`src/rtl/ysyx_23060061_mem_arbiter_if.sv`:
```
// Shared memory bus between the IFU/LSU masters, the arbiter and the memory.
// "slave" is the arbiter's view; "master" is the view of everything around it.
interface ysyx_23060061_mem_arbiter_if;
    logic        m0_req_valid;
    logic        m0_req_ready;
    logic [31:0] m0_addr;
    logic        m0_resp_valid;
    logic        m0_resp_ready;

    logic        m1_req_valid;
    logic        m1_req_ready;
    logic        m1_wen;
    logic [31:0] m1_addr;
    logic [31:0] m1_wdata;
    logic [3:0]  m1_wmask;
    logic        m1_resp_valid;
    logic        m1_resp_ready;

    logic [31:0] rdata;

    logic        s_req_valid;
    logic        s_req_ready;
    logic        s_wen;
    logic [31:0] s_addr;
    logic [31:0] s_wdata;
    logic [3:0]  s_wmask;
    logic [31:0] s_rdata;
    logic        s_resp_valid;
    logic        s_resp_ready;

    modport slave (
        input  m0_req_valid, m0_addr, m0_resp_ready,
        input  m1_req_valid, m1_wen, m1_addr, m1_wdata, m1_wmask, m1_resp_ready,
        input  s_req_ready, s_rdata, s_resp_valid,
        output m0_req_ready, m0_resp_valid,
        output m1_req_ready, m1_resp_valid,
        output rdata,
        output s_req_valid, s_wen, s_addr, s_wdata, s_wmask, s_resp_ready
    );

    modport master (
        output m0_req_valid, m0_addr, m0_resp_ready,
        output m1_req_valid, m1_wen, m1_addr, m1_wdata, m1_wmask, m1_resp_ready,
        output s_req_ready, s_rdata, s_resp_valid,
        input  m0_req_ready, m0_resp_valid,
        input  m1_req_ready, m1_resp_valid,
        input  rdata,
        input  s_req_valid, s_wen, s_addr, s_wdata, s_wmask, s_resp_ready
    );
endinterface

```
`src/rtl/ysyx_23060061_mem_arbiter.sv`:
```
// Two-master (IFU = m0, LSU = m1) single-outstanding memory arbiter.
// state   | meaning
// IDLE    | arbitrate, accept one master request
// REQ     | present latched request to memory until accepted
// RESP    | forward memory response to the granted master
module ysyx_23060061_mem_arbiter #(
    parameter int unsigned RR_EN = 1
) (
    input logic                        clk,
    input logic                        rst,
    ysyx_23060061_mem_arbiter_if.slave bus
);

    typedef enum logic [1:0] {
        ST_IDLE = 2'd0,
        ST_REQ  = 2'd1,
        ST_RESP = 2'd2
    } state_t;

    state_t      r_state;
    logic        r_grant;
    logic        r_last_grant;
    logic        r_wen;
    logic [31:0] r_addr;
    logic [31:0] r_wdata;
    logic [3:0]  r_wmask;

    logic w_idle;
    logic w_req;
    logic w_resp;
    logic w_pick_m1;
    logic w_acc_m0;
    logic w_acc_m1;
    logic w_resp_ready;
    logic w_resp_fire;

    // rst gates the accept path so no ready leaks out while reset is held
    assign w_idle = (r_state == ST_IDLE) && !rst;
    assign w_req  = (r_state == ST_REQ);
    assign w_resp = (r_state == ST_RESP);

    always_comb begin
        w_pick_m1 = 1'b0;
        if (bus.m1_req_valid && !bus.m0_req_valid) begin
            w_pick_m1 = 1'b1;
        end else if (bus.m1_req_valid && bus.m0_req_valid) begin
            w_pick_m1 = (RR_EN != 0) ? !r_last_grant : 1'b1;
        end
    end

    assign w_acc_m0     = w_idle && bus.m0_req_valid && !w_pick_m1;
    assign w_acc_m1     = w_idle && bus.m1_req_valid && w_pick_m1;
    assign w_resp_ready = w_resp && (r_grant ? bus.m1_resp_ready : bus.m0_resp_ready);
    assign w_resp_fire  = w_resp_ready && bus.s_resp_valid;

    assign bus.m0_req_ready  = w_acc_m0;
    assign bus.m1_req_ready  = w_acc_m1;
    assign bus.m0_resp_valid = w_resp && bus.s_resp_valid && !r_grant;
    assign bus.m1_resp_valid = w_resp && bus.s_resp_valid && r_grant;
    assign bus.rdata         = bus.s_rdata;
    assign bus.s_req_valid   = w_req;
    assign bus.s_resp_ready  = w_resp_ready;
    assign bus.s_wen         = r_wen;
    assign bus.s_addr        = r_addr;
    assign bus.s_wdata       = r_wdata;
    assign bus.s_wmask       = r_wmask;

    always_ff @(posedge clk or posedge rst) begin
        if (rst) begin
            r_state      <= ST_IDLE;
            r_grant      <= 1'b0;
            r_last_grant <= 1'b1;
            r_wen        <= 1'b0;
            r_addr       <= 32'd0;
            r_wdata      <= 32'd0;
            r_wmask      <= 4'd0;
        end else begin
            case (r_state)
                ST_IDLE: begin
                    if (w_acc_m0) begin
                        r_grant <= 1'b0;
                        r_wen   <= 1'b0;
                        r_addr  <= bus.m0_addr;
                        r_wdata <= 32'd0;
                        r_wmask <= 4'd0;
                        r_state <= ST_REQ;
                    end else if (w_acc_m1) begin
                        r_grant <= 1'b1;
                        r_wen   <= bus.m1_wen;
                        r_addr  <= bus.m1_addr;
                        r_wdata <= bus.m1_wdata;
                        r_wmask <= bus.m1_wmask;
                        r_state <= ST_REQ;
                    end
                end
                ST_REQ: begin
                    if (bus.s_req_ready) begin
                        r_state <= ST_RESP;
                    end
                end
                ST_RESP: begin
                    if (w_resp_fire) begin
                        r_last_grant <= r_grant;
                        r_state      <= ST_IDLE;
                    end
                end
                default: begin
                    r_state <= ST_IDLE;
                end
            endcase
        end
    end

endmodule
```
`src/flat_wrapper.sv`:
```
// flat-port wrapper written by rule: the top's interface ports become plain ports
module ysyx_23060061_mem_arbiter_flat 
#(
    parameter int unsigned RR_EN = 1
)
  (clk, rst, bus_m0_req_valid, bus_m0_addr, bus_m0_resp_ready, bus_m1_req_valid, bus_m1_wen, bus_m1_addr, bus_m1_wdata, bus_m1_wmask, bus_m1_resp_ready, bus_s_req_ready, bus_s_rdata, bus_s_resp_valid, bus_m0_req_ready, bus_m0_resp_valid, bus_m1_req_ready, bus_m1_resp_valid, bus_rdata, bus_s_req_valid, bus_s_wen, bus_s_addr, bus_s_wdata, bus_s_wmask, bus_s_resp_ready);
  ysyx_23060061_mem_arbiter_if bus_i ();
  input logic clk;
  input logic rst;
  input wire logic [$bits(bus_i.m0_req_valid)-1:0] bus_m0_req_valid;
  input wire logic [$bits(bus_i.m0_addr)-1:0] bus_m0_addr;
  input wire logic [$bits(bus_i.m0_resp_ready)-1:0] bus_m0_resp_ready;
  input wire logic [$bits(bus_i.m1_req_valid)-1:0] bus_m1_req_valid;
  input wire logic [$bits(bus_i.m1_wen)-1:0] bus_m1_wen;
  input wire logic [$bits(bus_i.m1_addr)-1:0] bus_m1_addr;
  input wire logic [$bits(bus_i.m1_wdata)-1:0] bus_m1_wdata;
  input wire logic [$bits(bus_i.m1_wmask)-1:0] bus_m1_wmask;
  input wire logic [$bits(bus_i.m1_resp_ready)-1:0] bus_m1_resp_ready;
  input wire logic [$bits(bus_i.s_req_ready)-1:0] bus_s_req_ready;
  input wire logic [$bits(bus_i.s_rdata)-1:0] bus_s_rdata;
  input wire logic [$bits(bus_i.s_resp_valid)-1:0] bus_s_resp_valid;
  output wire logic [$bits(bus_i.m0_req_ready)-1:0] bus_m0_req_ready;
  output wire logic [$bits(bus_i.m0_resp_valid)-1:0] bus_m0_resp_valid;
  output wire logic [$bits(bus_i.m1_req_ready)-1:0] bus_m1_req_ready;
  output wire logic [$bits(bus_i.m1_resp_valid)-1:0] bus_m1_resp_valid;
  output wire logic [$bits(bus_i.rdata)-1:0] bus_rdata;
  output wire logic [$bits(bus_i.s_req_valid)-1:0] bus_s_req_valid;
  output wire logic [$bits(bus_i.s_wen)-1:0] bus_s_wen;
  output wire logic [$bits(bus_i.s_addr)-1:0] bus_s_addr;
  output wire logic [$bits(bus_i.s_wdata)-1:0] bus_s_wdata;
  output wire logic [$bits(bus_i.s_wmask)-1:0] bus_s_wmask;
  output wire logic [$bits(bus_i.s_resp_ready)-1:0] bus_s_resp_ready;
  assign bus_i.m0_req_valid = bus_m0_req_valid;
  assign bus_i.m0_addr = bus_m0_addr;
  assign bus_i.m0_resp_ready = bus_m0_resp_ready;
  assign bus_i.m1_req_valid = bus_m1_req_valid;
  assign bus_i.m1_wen = bus_m1_wen;
  assign bus_i.m1_addr = bus_m1_addr;
  assign bus_i.m1_wdata = bus_m1_wdata;
  assign bus_i.m1_wmask = bus_m1_wmask;
  assign bus_i.m1_resp_ready = bus_m1_resp_ready;
  assign bus_i.s_req_ready = bus_s_req_ready;
  assign bus_i.s_rdata = bus_s_rdata;
  assign bus_i.s_resp_valid = bus_s_resp_valid;
  assign bus_m0_req_ready = bus_i.m0_req_ready;
  assign bus_m0_resp_valid = bus_i.m0_resp_valid;
  assign bus_m1_req_ready = bus_i.m1_req_ready;
  assign bus_m1_resp_valid = bus_i.m1_resp_valid;
  assign bus_rdata = bus_i.rdata;
  assign bus_s_req_valid = bus_i.s_req_valid;
  assign bus_s_wen = bus_i.s_wen;
  assign bus_s_addr = bus_i.s_addr;
  assign bus_s_wdata = bus_i.s_wdata;
  assign bus_s_wmask = bus_i.s_wmask;
  assign bus_s_resp_ready = bus_i.s_resp_ready;
  ysyx_23060061_mem_arbiter #(.RR_EN(RR_EN)) u_core (.clk(clk), .rst(rst), .bus(bus_i));
endmodule
```
`config.mk`:
```
export PLATFORM = sky130hd
export DESIGN_NAME = ysyx_23060061_mem_arbiter_flat
export DESIGN_NICKNAME = d
export VERILOG_FILES = /design/src/rtl/ysyx_23060061_mem_arbiter_if.sv /design/src/rtl/ysyx_23060061_mem_arbiter.sv /design/src/flat_wrapper.sv
export SDC_FILE = /design/constraint.sdc
export NUM_CORES = 1
export LEC_CHECK = 0
export BUFFER_PORTS_ARGS = -buffer_cell sky130_fd_sc_hd__buf_2
export CAP_MARGIN = 20
export CORE_AREA = 2 2 96 98
export DETAILED_ROUTE_END_ITERATION = 6
export DIE_AREA = 0 0 98 100
export PLACE_DENSITY = 0.76
export SLEW_MARGIN = 20
export SYNTH_ARGS = -nofsm -noshare
export SYNTH_HDL_FRONTEND = slang
export SYNTH_SLANG_ARGS = --single-unit
```
`constraint.sdc`:
```
create_clock -name clk -period 3 [get_ports clk]
set_input_delay 0.6 -clock clk [delete_from_list [all_inputs] [get_ports clk]]
set_output_delay 0.6 -clock clk [all_outputs]
set_load 0.02 [all_outputs]
```
==> metrics.txt <==
outcome complete, no violations; Min-Delay Path Class in2async; drt pass-1 iters 4; initial core utilization between 30% and 40%; Worst Reg-to-Reg Cells 4; initial antenna violation count 0; final period utilization ~72%; Post-CTS Setup Bufs 0; max_slew headroom between 30% and 40%; DR WL/cell between 15 and 20 um; post-route minimum period between 2000 and 2500 ps; Worst Setup End Kind output port; Syn-to-layout area delta 27.0%; Max clock buf depth 2; I/O Pins roughly 250; Final ANT Viol Nets 0; Syn Nets roughly 440; Crit path required time around 2400 ps; Vias ~3.2k; CTS Hold Bufs 0; Worst-path clk slew 80 ps; Peak Freq around 460 MHz; IR drop worst, VDD 481 uV; worst slew pin tran 919 ps; max cap viols 0; # diodes 0; largest net degree at the start of global routing between 60 and 70; vias in the first global route about 3.1k; Final setup viols 0; HPWL after DPL 7240 um; cts repair resizes 0; Mapped Area around 0.0035 mm2; crit path kind in2out; Yosys warning total 0; aggregate global-route resource usage about a fifth; chip height around 100 um; die area 0.00980 mm2; Synth Area per Inst 11.7 um2; Hold Violations, Final 0; global-route wire length before repair roughly 16000 um; Die W 98 um; clock sinks 73; Sum Neg Setup Slack 0 ps; Crit path arrival time between 1500 and 2000 ps; IO buf count roughly 180; r2r setup slk around 1100 ps; CTS Buf Count 9; first-iteration detailed-routing DRC count 167; Core ar. 0.00889 mm2; layout cell share with drive strength beyond 1 around half; cells after synthesis 300; Final Wtd Congestion a little over 0.8; Yosys reg bits between 70 and 80; clock skew approximately 10 ps; Synth cell types 29; gr ovfl total 0; Startpoint Class input port; DRC viols 0; Util after Layout about half; max-slew violation count 0; RSZ-0062 raised after global routing false; CP Max Fanout 32; PwrDens between 900 and 1000 mW/mm2; Vias/cell ~5.7; Nets around 580; reg2reg end u_core.bus.s_addr[21]$_DFFE_PP0P_; Clock Tree Root clkbuf_8; TritonCTS clock tree built; Worst-Skew Late Latency 330 ps; # H-tree levels 3; Rows 35; P_leak approximately 0.0022 uW; register area share after synthesis between 50% and 60%; final WL about 10000 um; R2R Path Start u_core.r_state[0]$_DFFE_PP0P_
==> stage by stage <==
stage	power, uW	area [um2]	setup WS, ps	std cells	hold slack, ps
global placement	3500	4220	876	536	471
detailed placement	3550	4220	855	536	472
finish	4390	4450	849	552	386
CTS	4440	4450	856	552	387
global route	4640	4450	818	552	442
floorplan	2940	3500	548	300	523
==> layout by cell type, fill, tap and decap left out, drive strengths merged <==
master and n:
a22o 38, nor3 1, mux2 1, dfrtp 72, o2bb2ai 31, nand2 2
a31oi 31, mux2i 1, nor2b 3, a41oi 1, clkbuf 10, o21ai 1
clkinv 2, a21oi 1, a31o 1, bufinv 2, nand2b 3, a21o 1
nor2 2, and3 3, or2 1, dfstp 1, nand3b 1, buf 193
nand3 1, inv 6, o311ai 31
==> per-layer routing <==
metal | vias to the layer above | GRT usage, % | part of all wire (%)
met5 | - | 0 | 0
met2 | 195 | 32.5 | 48
met3 | 24 | 4.67 | 9.3
met1 | 1521 | 26.4 | 41
met4 | 0 | 9.83 | 2.6
li1 | 1422 | - | -
==> state kept, by name (all words and copies together) (netlist names) <==
| register | count |
|---|---|
| u_core.bus.s_wen | 1 |
| u_core.bus.s_wmask | 4 |
| u_core.bus.s_addr | 32 |
| u_core.bus.s_wdata | 32 |
| u_core.r_last_grant | 1 |
| u_core.r_grant | 1 |
| u_core.r_state | 2 |
==> synthesized netlist by cell type <==
library cell  count  area share, %
a21o_1            1           0.21
or2_1             1           0.18
o21ai_0           1           0.14
a31o_2            1           0.25
o2bb2ai_1        31            7.7
nor2b_1           3           0.54
mux2_2            1           0.32
clkbuf_1         16            1.7
nand2_2           1           0.18
mux2i_1           1           0.29
a41oi_1           1           0.25
buf_2            10            1.4
buf_4            40            8.6
and3_1            3           0.54
buf_1             1           0.11
dfrtp_1          72             51
nand2b_1          3           0.54
a22o_1           38            9.5
nor3_4            1           0.46
inv_1             4           0.43
nand3_1           1           0.14
a31oi_1          31            5.5
dfstp_2           1           0.75
buf_6             1           0.32
o311ai_0         31            7.7
nor2_1            2           0.21
nand2_1           1           0.11
a21oi_1           1           0.14
nand3b_1          1           0.21
==> cell families after synthesis <==
kind of cell	Yosys count	share of synthesized area (%)
buf+inv	72	12.6
mux	2	0.607
simple gates	17	3.11
flops	73	52.2
compound gates	136	31.5
==> critical path: stages <==
cell and delay, ps:
buf_2 150, buf_4 350, and3_1 270, buf_2 180
==> where the power goes <==
| part | leakage, uW | switching, uW | internal, uW |
|---|---|---|---|
| registers | 0.000927 | 248 | 1390 |
| clock network | 0.000117 | 367 | 494 |
| logic | 0.00118 | 1150 | 731 |
| total | 0.00223 | 1770 | 2620 |
==> area by class of cell <==
cell class / instances / area [um2]
clock buffer: 10 / 138
clock inverter: 6 / 87.6
fill: 791 / 4440
inverter: 4 / 15.0
multi-input combinational: 155 / 1240
sequential: 73 / 1830
tap: 111 / 139
timing repair buffer: 193 / 1000
==> worst max path at each step <==
stage | to | startpoint | cells past startpoint | slack [ps]
2_1_floorplan | u_core.bus.s_addr[0]$_DFFE_PP0P_ | rst | 1 | 550
3_3_place_gp | bus_m0_req_ready | bus_m0_req_valid | 4 | 880
3_5_place_dp | bus_m0_req_ready | bus_m0_req_valid | 4 | 860
4_1_cts | bus_m0_req_ready | bus_m0_req_valid | 4 | 860
5_1_grt | bus_m0_req_ready | bus_m0_req_valid | 4 | 820
6_report | bus_m0_req_ready | bus_m0_req_valid | 4 | 850
No activity file was read; power rests on OpenSTA's default activity.
